[src/rtl/snn_config_loader_if.sv]
// Byte-serial configuration handshake: a frame-open pulse plus a valid/ready data byte.
interface snn_config_loader_if;
    logic       cfg_start;
    logic [7:0] cfg_data;
    logic       cfg_valid;
    logic       cfg_ready;

    modport master (output cfg_start, cfg_data, cfg_valid, input cfg_ready);
    modport slave  (input cfg_start, cfg_data, cfg_valid, output cfg_ready);
endinterface

[src/rtl/snn_config_loader.sv]
// Loads a checksummed byte frame into a shadow image and commits it atomically to the
// active network parameters; gates the network enable until a valid image is live.
module snn_config_loader #(
    parameter int WEIGHT_BITS = 288,
    parameter int DELAY_BITS  = 576,
    parameter int PARAM_W     = 6
) (
    input  logic                   clk,
    input  logic                   reset_n,
    snn_config_loader_if.slave     cfg,
    input  logic                   enable_in,
    output logic                   net_enable,
    output logic [WEIGHT_BITS-1:0] weights,
    output logic [DELAY_BITS-1:0]  delays,
    output logic [PARAM_W-1:0]     threshold,
    output logic [PARAM_W-1:0]     decay,
    output logic [PARAM_W-1:0]     refractory_period,
    output logic                   cfg_done,
    output logic                   cfg_error,
    output logic                   config_valid
);
    localparam int STREAM_BITS   = WEIGHT_BITS + DELAY_BITS + 3 * PARAM_W;
    localparam int PAYLOAD_BYTES = (STREAM_BITS + 7) / 8;
    localparam int IMG_BITS      = PAYLOAD_BYTES * 8;
    localparam int PTR_W         = $clog2(PAYLOAD_BYTES + 1);
    localparam int THR_LSB       = WEIGHT_BITS + DELAY_BITS;
    localparam logic [PTR_W-1:0] LAST = PTR_W'(PAYLOAD_BYTES - 1);

    typedef enum logic [1:0] {IDLE, LOAD, CHECK, COMMIT} state_t;

    state_t               state, state_n;
    logic [PTR_W-1:0]     ptr;
    logic [7:0]           acc;
    logic [IMG_BITS-1:0]  shadow;
    logic                 ready, accept, clr_frame, take, set_err;

    assign ready         = (state == LOAD) || (state == CHECK);
    assign cfg.cfg_ready = ready;
    assign cfg_done      = (state == COMMIT);
    // A start pulse always wins over a byte offered in the same cycle.
    assign accept        = cfg.cfg_valid & ready & ~cfg.cfg_start;

    always_comb begin
        state_n   = state;
        clr_frame = 1'b0;
        take      = 1'b0;
        set_err   = 1'b0;
        if (cfg.cfg_start) begin
            // In COMMIT the active copy still updates this cycle; the new frame follows.
            state_n   = LOAD;
            clr_frame = 1'b1;
        end else begin
            case (state)
                LOAD: if (accept) begin
                    take = 1'b1;
                    if (ptr == LAST) state_n = CHECK;
                end
                CHECK: if (accept) begin
                    if (cfg.cfg_data == acc) begin
                        state_n = COMMIT;
                    end else begin
                        set_err = 1'b1;
                        state_n = IDLE;
                    end
                end
                COMMIT:  state_n = IDLE;
                default: state_n = IDLE;
            endcase
        end
    end

    always_ff @(posedge clk or negedge reset_n) begin
        if (!reset_n) begin
            state             <= IDLE;
            ptr               <= '0;
            acc               <= '0;
            shadow            <= '0;
            weights           <= '0;
            delays            <= '0;
            threshold         <= '0;
            decay             <= '0;
            refractory_period <= '0;
            cfg_error         <= 1'b0;
            config_valid      <= 1'b0;
            net_enable        <= 1'b0;
        end else begin
            state <= state_n;
            if (clr_frame) begin
                ptr <= '0;
                acc <= '0;
            end else if (take) begin
                shadow[{ptr, 3'b000} +: 8] <= cfg.cfg_data;
                acc                        <= acc ^ cfg.cfg_data;
                ptr                        <= ptr + 1'b1;
            end
            if (clr_frame)    cfg_error <= 1'b0;
            else if (set_err) cfg_error <= 1'b1;
            if (state == COMMIT) begin
                weights           <= shadow[WEIGHT_BITS-1:0];
                delays            <= shadow[WEIGHT_BITS +: DELAY_BITS];
                threshold         <= shadow[THR_LSB +: PARAM_W];
                decay             <= shadow[THR_LSB + PARAM_W +: PARAM_W];
                refractory_period <= shadow[THR_LSB + 2*PARAM_W +: PARAM_W];
                config_valid      <= 1'b1;
            end
            net_enable <= enable_in & config_valid & (state == IDLE);
        end
    end
endmodule
[src/flat_wrapper.sv]
// flat-port wrapper written by rule: the top's interface ports become plain ports
module snn_config_loader_flat 
#(
    parameter int WEIGHT_BITS = 288,
    parameter int DELAY_BITS  = 576,
    parameter int PARAM_W     = 6
)
  (clk, reset_n, enable_in, net_enable, weights, delays, threshold, decay, refractory_period, cfg_done, cfg_error, config_valid, cfg_cfg_start, cfg_cfg_data, cfg_cfg_valid, cfg_cfg_ready);
  snn_config_loader_if cfg_i ();
  input  logic clk;
  input  logic reset_n;
  input  logic enable_in;
  output logic net_enable;
  output logic [WEIGHT_BITS-1:0] weights;
  output logic [DELAY_BITS-1:0] delays;
  output logic [PARAM_W-1:0] threshold;
  output logic [PARAM_W-1:0] decay;
  output logic [PARAM_W-1:0] refractory_period;
  output logic cfg_done;
  output logic cfg_error;
  output logic config_valid;
  input wire logic [$bits(cfg_i.cfg_start)-1:0] cfg_cfg_start;
  input wire logic [$bits(cfg_i.cfg_data)-1:0] cfg_cfg_data;
  input wire logic [$bits(cfg_i.cfg_valid)-1:0] cfg_cfg_valid;
  output wire logic [$bits(cfg_i.cfg_ready)-1:0] cfg_cfg_ready;
  assign cfg_i.cfg_start = cfg_cfg_start;
  assign cfg_i.cfg_data = cfg_cfg_data;
  assign cfg_i.cfg_valid = cfg_cfg_valid;
  assign cfg_cfg_ready = cfg_i.cfg_ready;
  snn_config_loader #(.WEIGHT_BITS(WEIGHT_BITS), .DELAY_BITS(DELAY_BITS), .PARAM_W(PARAM_W)) u_core (.clk(clk), .reset_n(reset_n), .cfg(cfg_i), .enable_in(enable_in), .net_enable(net_enable), .weights(weights), .delays(delays), .threshold(threshold), .decay(decay), .refractory_period(refractory_period), .cfg_done(cfg_done), .cfg_error(cfg_error), .config_valid(config_valid));
endmodule
[config.mk]
export PLATFORM = sky130hd
export DESIGN_NAME = snn_config_loader_flat
export DESIGN_NICKNAME = d
export VERILOG_FILES = /design/src/rtl/snn_config_loader_if.sv /design/src/rtl/snn_config_loader.sv /design/src/flat_wrapper.sv
export SDC_FILE = /design/constraint.sdc
export NUM_CORES = 2
export LEC_CHECK = 0
export CAP_MARGIN = 0
export CORE_MARGIN = 2
export CORE_UTILIZATION = 50
export DETAILED_ROUTE_END_ITERATION = 10
export DONT_BUFFER_PORTS = 1
export GPL_ROUTABILITY_DRIVEN = 0
export PLACE_DENSITY = 0.75
export RECOVER_POWER = 100
export SYNTH_ARGS = -nofsm -noshare
export SYNTH_HDL_FRONTEND = slang
export SYNTH_SLANG_ARGS = --single-unit
[constraint.sdc]
create_clock -name clk -period 4.2 [get_ports clk]
set_input_delay 1.26 -clock clk [delete_from_list [all_inputs] [get_ports clk]]
set_output_delay 1.26 -clock clk [all_outputs]
set_load 0.05 [all_outputs]
; Word level (Yosys, flattened, before mapping)
; Cells that the tools add are included.
[word_totals]
out_inout_bits = 887
in_bits = 13
register_bits = 1790
[classes]
n_reduce_logical = 6
n_addsub = 2
eq_ne = 8
muxes = 21
n_bitwise = 7
shift = 2
[op_table]
columns = operator, n
row1 = $bwmux 888, 1
row2 = $shift 8x12->888 const A, 1
row3 = $shiftx 8x12->888, 1
row4 = $mux 8, 2
row5 = $mux 7, 2
row6 = $neg 10->12, 1
row7 = $mux 1, 10
row8 = $mux 2, 5
row9 = $eq 8x8->1, 1
row10 = $xor 8x8->8, 1
row11 = $add 7x1->7 const B, 1
row12 = $eq 7x7->1 const B, 1
row13 = $ne 3x2->1 const B, 2
row14 = $and 1x1->1, 4
row15 = $eq 2x2->1 const B, 2
row16 = $pmux 2 s2, 1
row17 = $reduce_bool 2->1, 2
row18 = $ne 3x3->1 const B, 1
row19 = $reduce_and 3->1, 1
row20 = $eq 2x1->1 const B, 1
row21 = $logic_not 2->1, 1
row22 = $not 1->1, 2
row23 = $reduce_and 2->1, 1
row24 = $logic_or 1x1->1, 1

; Depth between registers and ports, before layout
[logic_depth]
depth_word = 9
mapped_depth = 14
ltp_nobuf = 7

; Least setup slack after synthesis
; No wires, ideal clock.
[synth_timing]
kind = input to register
startpoint = in cfg_cfg_start
endpoint = reg u_core.shadow[421]
setup_slack_ns = 0.891
path_buffers = 3
cell_stages = 8
t_arrival_ns = 3.181
path_cell_list = buf_2 > nand4b_1 > nor2_1 > nand3_1 > buf_2 > or3_1 > buf_2 > mux2_1
[synth_via]
elab_chain_len = 6
elab_cells_between_ends = 8
classes_between = 4 x mux / 3 x bitwise / 1 x reduce/logical
[synth_lines]
columns = item, line_no
row1 = from (decl), flat_wrapper.sv:22  ; input wire logic [$bits(cfg_i.cfg_start)-1:0] cfg_cfg_start;
row2 = $not 1->1, snn_config_loader.sv:41  ; assign accept = cfg.cfg_valid & ready & ~cfg.cfg_start;
row3 = $and 1x1->1, snn_config_loader.sv:41
row4 = $mux 1, snn_config_loader.sv:54  ; LOAD: if (accept) begin
row5 = $mux 1, snn_config_loader.sv:53  ; case (state)
row6 = $mux 1, snn_config_loader.sv:48  ; if (cfg.cfg_start) begin
row7 = $reduce_and 2->1 (no line) *, n/a
row8 = "to (signal, indexed assignment)", snn_config_loader.sv:92  ; shadow[{ptr, 3'b000} +: 8] <= cfg.cfg_data;
row9 = to (decl), snn_config_loader.sv:34  ; logic [IMG_BITS-1:0] shadow;
; Mark *: on every way between the ends. The rest lies on a longest branch, timed or not.
; A chain may end at the register's enable or synchronous reset.

; Final worst setup path
[layout_timing]
startpoint = reg u_core.ptr[1]
endpoint = reg u_core.shadow[854]
[layout_via]
elab_chain_len = 3
elab_cells_between_ends = 4
classes_between = 1 x add/sub / 2 x shift / 1 x mux
[layout_lines]
columns = item, line_no
row1 = from (decl), snn_config_loader.sv:32  ; logic [PTR_W-1:0] ptr;
row2 = from (signal assigned), snn_config_loader.sv:94  ; ptr <= ptr + 1'b1;
row3 = $neg 10->12 *, snn_config_loader.sv:92
row4 = $shiftx 8x12->888 / $shift 8x12->888 (equally long branches), snn_config_loader.sv:92
row5 = $bwmux 888 *, snn_config_loader.sv:92
; Marked as above.

==> flow_summary_export.csv <==
group,metric,value,unit
clocking,cts.htree.levels,4,
global_routing,global_routing_usage_summed_across_all_routing_layers,0.288,
power,power.total,37600,uW
synthesis,synth_edf_count,0,
placement,dp_hpwl,139000,um
detailed_routing,via_count,39300,
timing,hold_violations,0,
setup_path,timing.setup.critical_path_class,"reg -> reg",
die,die_w,375,um
die,placementRows,136,
placement,port_buffer_cells,0,
die,area_of_the_die,141000,um^2
timing,tightestPinTransition,2690,ps
synthesis,ys_types,56,
detailed_routing,drtPass1Iterations,5,
outcome,violations,"max-capacitance violations, max-slew violations",
detailed_routing,remaining_drc_errors,0,
clocking,clock_buffer_count_from_cts,174,
clocking,clkTransAtPathRegs,60,ps
global_routing,grt_start_max_net_pins,249,
timing,final_max_slew_viol_count,957,
outcome,run_status,"finished with violations",
global_routing,grt_first_pass_wirelength,293000,um
power,power.density,493,nW/um^2
timing,final.min_clock_period,3990,ps
detailed_routing,route.detailed.wl_per_inst,31.0,um
global_routing,globalRouteMet1Util,0.359,
detailed_routing,drt-initial-drc-count,3088,
power,power.leakage,0.0377,uW
clocking,cts_hold_repair.buffers,0,
synthesis,net_count_synth,4669,
synthesis,synth_top_family_by_area,"multiplexers",
die,placeableCoreArea,137000,um^2
power,ir_drop,0.352,mV
setup_path,start_kind,"flip-flop",
setup_path,cell_at_the_slowest_stage_of_the_critical_path,"nor2_1",
synthesis,synth_fa_ha_area_frac,0.00164,
global_routing,grt-busiest-layer,"met2",
layout,area.growth.synth_to_final,11.0,%
setup_path,crit_path_cell_trace,"inv_1 > ha_1 > buf_4 > xor2_1 > nor4_4 > o22ai_2 > nor2_1 > mux2_2",
setup_path,critical_path_data_arrival_time,4680,ps
synthesis,synth_compound_gate_area_share,0.0433,
global_routing,via_count_of_the_first_global_routing_pass,40000,
synthesis,synth_area_leaders,"dfrtp_1, mux2_2, o21ai_0",
synthesis,fraction_of_the_yosys_area_taken_by_sequential_cells,0.649,
clocking,cts_tree,"yes",
layout,nNetsFinal,4654,
die,top_level_ports,900,
clocking,numClockSinks,1784,
synthesis,synth.most_common_cell,"dfrtp_1",
global_routing,grt.met2_usage,0.456,
synthesis,post_synth_inst_count,4647,
synthesis,post_synthesis_instance_area,68800,um^2
clocking,cts_max_path_buffers,3,
detailed_routing,route.final.wire_length,204000,um
job,max-cap-violations,9,
timing,share_of_the_clock_period_used_by_the_worst_path,0.950,
timing,slew_headroom,-0.795,
synthesis,async_reset_ff_frac,1.00,
detailed_routing,vias_per_cell,5.99,
synthesis,post_synth_and_or_nand_nor_area_fraction,0.0394,
timing,final.hold.worst_slack,129,ps
synthesis,muxShareOfSynthArea,0.244,
setup_path,cpLargestDelayFamily,"simple AND/OR/NAND/NOR gates",
synthesis,yosysTopAreaCellShare,0.649,
synthesis,ys_flop_type,"dfrtp_1",
timing,top_achievable_clock_speed,0.251,GHz
timing,finalSetupViolations,0,
layout,share_of_cells_above_drive_strength_1,0.396,
detailed_routing,drtAntennaViolNets,0,
synthesis,synth-seq-cells,1784,
clocking,cts.repair_timing.setup_buffer_count,0,
setup_path,crit_path_max_fanout,13,
synthesis,synth_top_cell_by_area,"dfrtp_1",
synthesis,synth.top_cells.by_count,"dfrtp_1, mux2_2, o21ai_0",
timing,clk_skew,47.7,ps
setup_path,cp-end-kind,"flip-flop",
layout,fill_cell_instance_count_of_the_final_layout,10800,
timing,setup_repair_after_global_routing_missed_its_margin,"false",
synthesis,postSynthAreaPerCell,14.8,um^2
global_routing,grt_util_met3,0.108,
setup_path,timing.critical_path.required,4900,ps
synthesis,yosysWarnings,0,
timing,setup_tns,0,ps
setup_path,path_buf_inv,2,
global_routing,initial_antenna_violation_count,14,
die,die_h,375,um
global_routing,globalRouteOverflowTotal,0,
worst_hold_path,hold_class,"in -> async",
clocking,cts_root_buf,"clkbuf_16",
setup_path,cp_slowest_stage_delay,930,ps
die,initial_core_util,0.502,
clocking,clock_insertion_delay_worst_skew,840,ps
clocking,cts-resized-gates,0,
synthesis,synth_xor_area_frac,0.00380,
==> report_power, final <==
group          total [uW]  internal, uW  switching, uW
combinational        4110          1140           2970
sequential          17900         17400            486
clock               15700          8840           6820
total               37600         27400          10300
==> layout by cell type, fill, tap and decap left out, drive strengths merged, types with 6 or more instances in the layout <==
cell	n
a21oi	8
and2	12
and3	17
buf	72
bufinv	6
clkbuf	293
clkinv	38
dfrtp	1784
ha	9
inv	14
mux2	1484
nand2	123
nand2b	9
nand3	36
nor2	140
nor3	55
nor4	7
o211ai	6
o21ai	494
o31ai	32
o41ai	7
or2	29
or3	31
xor2	24
==> layer usage <==
metal,part of all wire,wire (um)
met2,0.47,95900
met4,0.046,9410
met5,0,0
met3,0.097,19900
met1,0.39,78500
==> layout make-up <==
| class | count | area, um^2 | area share |
|---|---|---|---|
| clock inverter | 53 | 702 | 0.00920 |
| tap | 1794 | 2240 | 0.0294 |
| inverter | 7 | 26.3 | 0.000344 |
| antenna | 2 | 5.00 | 0.0000656 |
| multi-input combinational | 2558 | 22700 | 0.297 |
| timing repair buffer | 107 | 922 | 0.0121 |
| sequential | 1784 | 44600 | 0.585 |
| clock buffer | 259 | 5090 | 0.0667 |
==> path summary, 6_finish.rpt <==
kind                                           startpoint                              to  slack [ps]  depth (start not counted)
max                             u_core.ptr[1]$_DFFE_PN0P_  u_core.shadow[854]$_DFFE_PN0P_         210                          8
min                                               reset_n  u_core.delays[124]$_DFFE_PN0P_         130                          0
max reg2reg                     u_core.ptr[1]$_DFFE_PN0P_  u_core.shadow[854]$_DFFE_PN0P_         210                          8
min reg2reg                u_core.shadow[483]$_DFFE_PN0P_  u_core.delays[195]$_DFFE_PN0P_         470                          1
max in group asynchronous                         reset_n  u_core.weights[73]$_DFFE_PN0P_         620                          4
min in group clk           u_core.shadow[483]$_DFFE_PN0P_  u_core.delays[195]$_DFFE_PN0P_         470                          1
==> metrics by stage <==
step	utilization	std cells	worst slack [ps]	cell area, um^2
final	0.557	6564	212	76300
after global routing	0.557	6563	105	76300
after CTS	0.561	6561	251	76900
after detailed placement	0.519	6249	-625	71100
after global placement	0.519	6249	-572	71100
after floorplan	-	4647	891	68800
==> kinds of logic (layout without fill, tap and decap cells) <==
| group | after synthesis | in the layout |
|---|---|---|
| flops | 1784 | 1784 |
| xor+xnor | 29 | 29 |
| compound gates | 561 | 561 |
| simple gates | 474 | 474 |
| other cells | 0 | 2 |
| mux | 1485 | 1485 |
| buf+inv | 305 | 426 |
| fa+ha+maj | 9 | 9 |
==> state kept, by name, summed over array words and instances, names as in the netlist <==
register and count:
u_core.shadow 882, u_core.acc 8, u_core.state 2, u_core.decay 6, u_core.ptr 7, u_core.cfg_error 1
u_core.net_enable 1, u_core.threshold 6, u_core.refractory_period 6, u_core.delays 576, u_core.weights 288, u_core.config_valid 1
No activity file was read; power rests on OpenSTA's default activity.
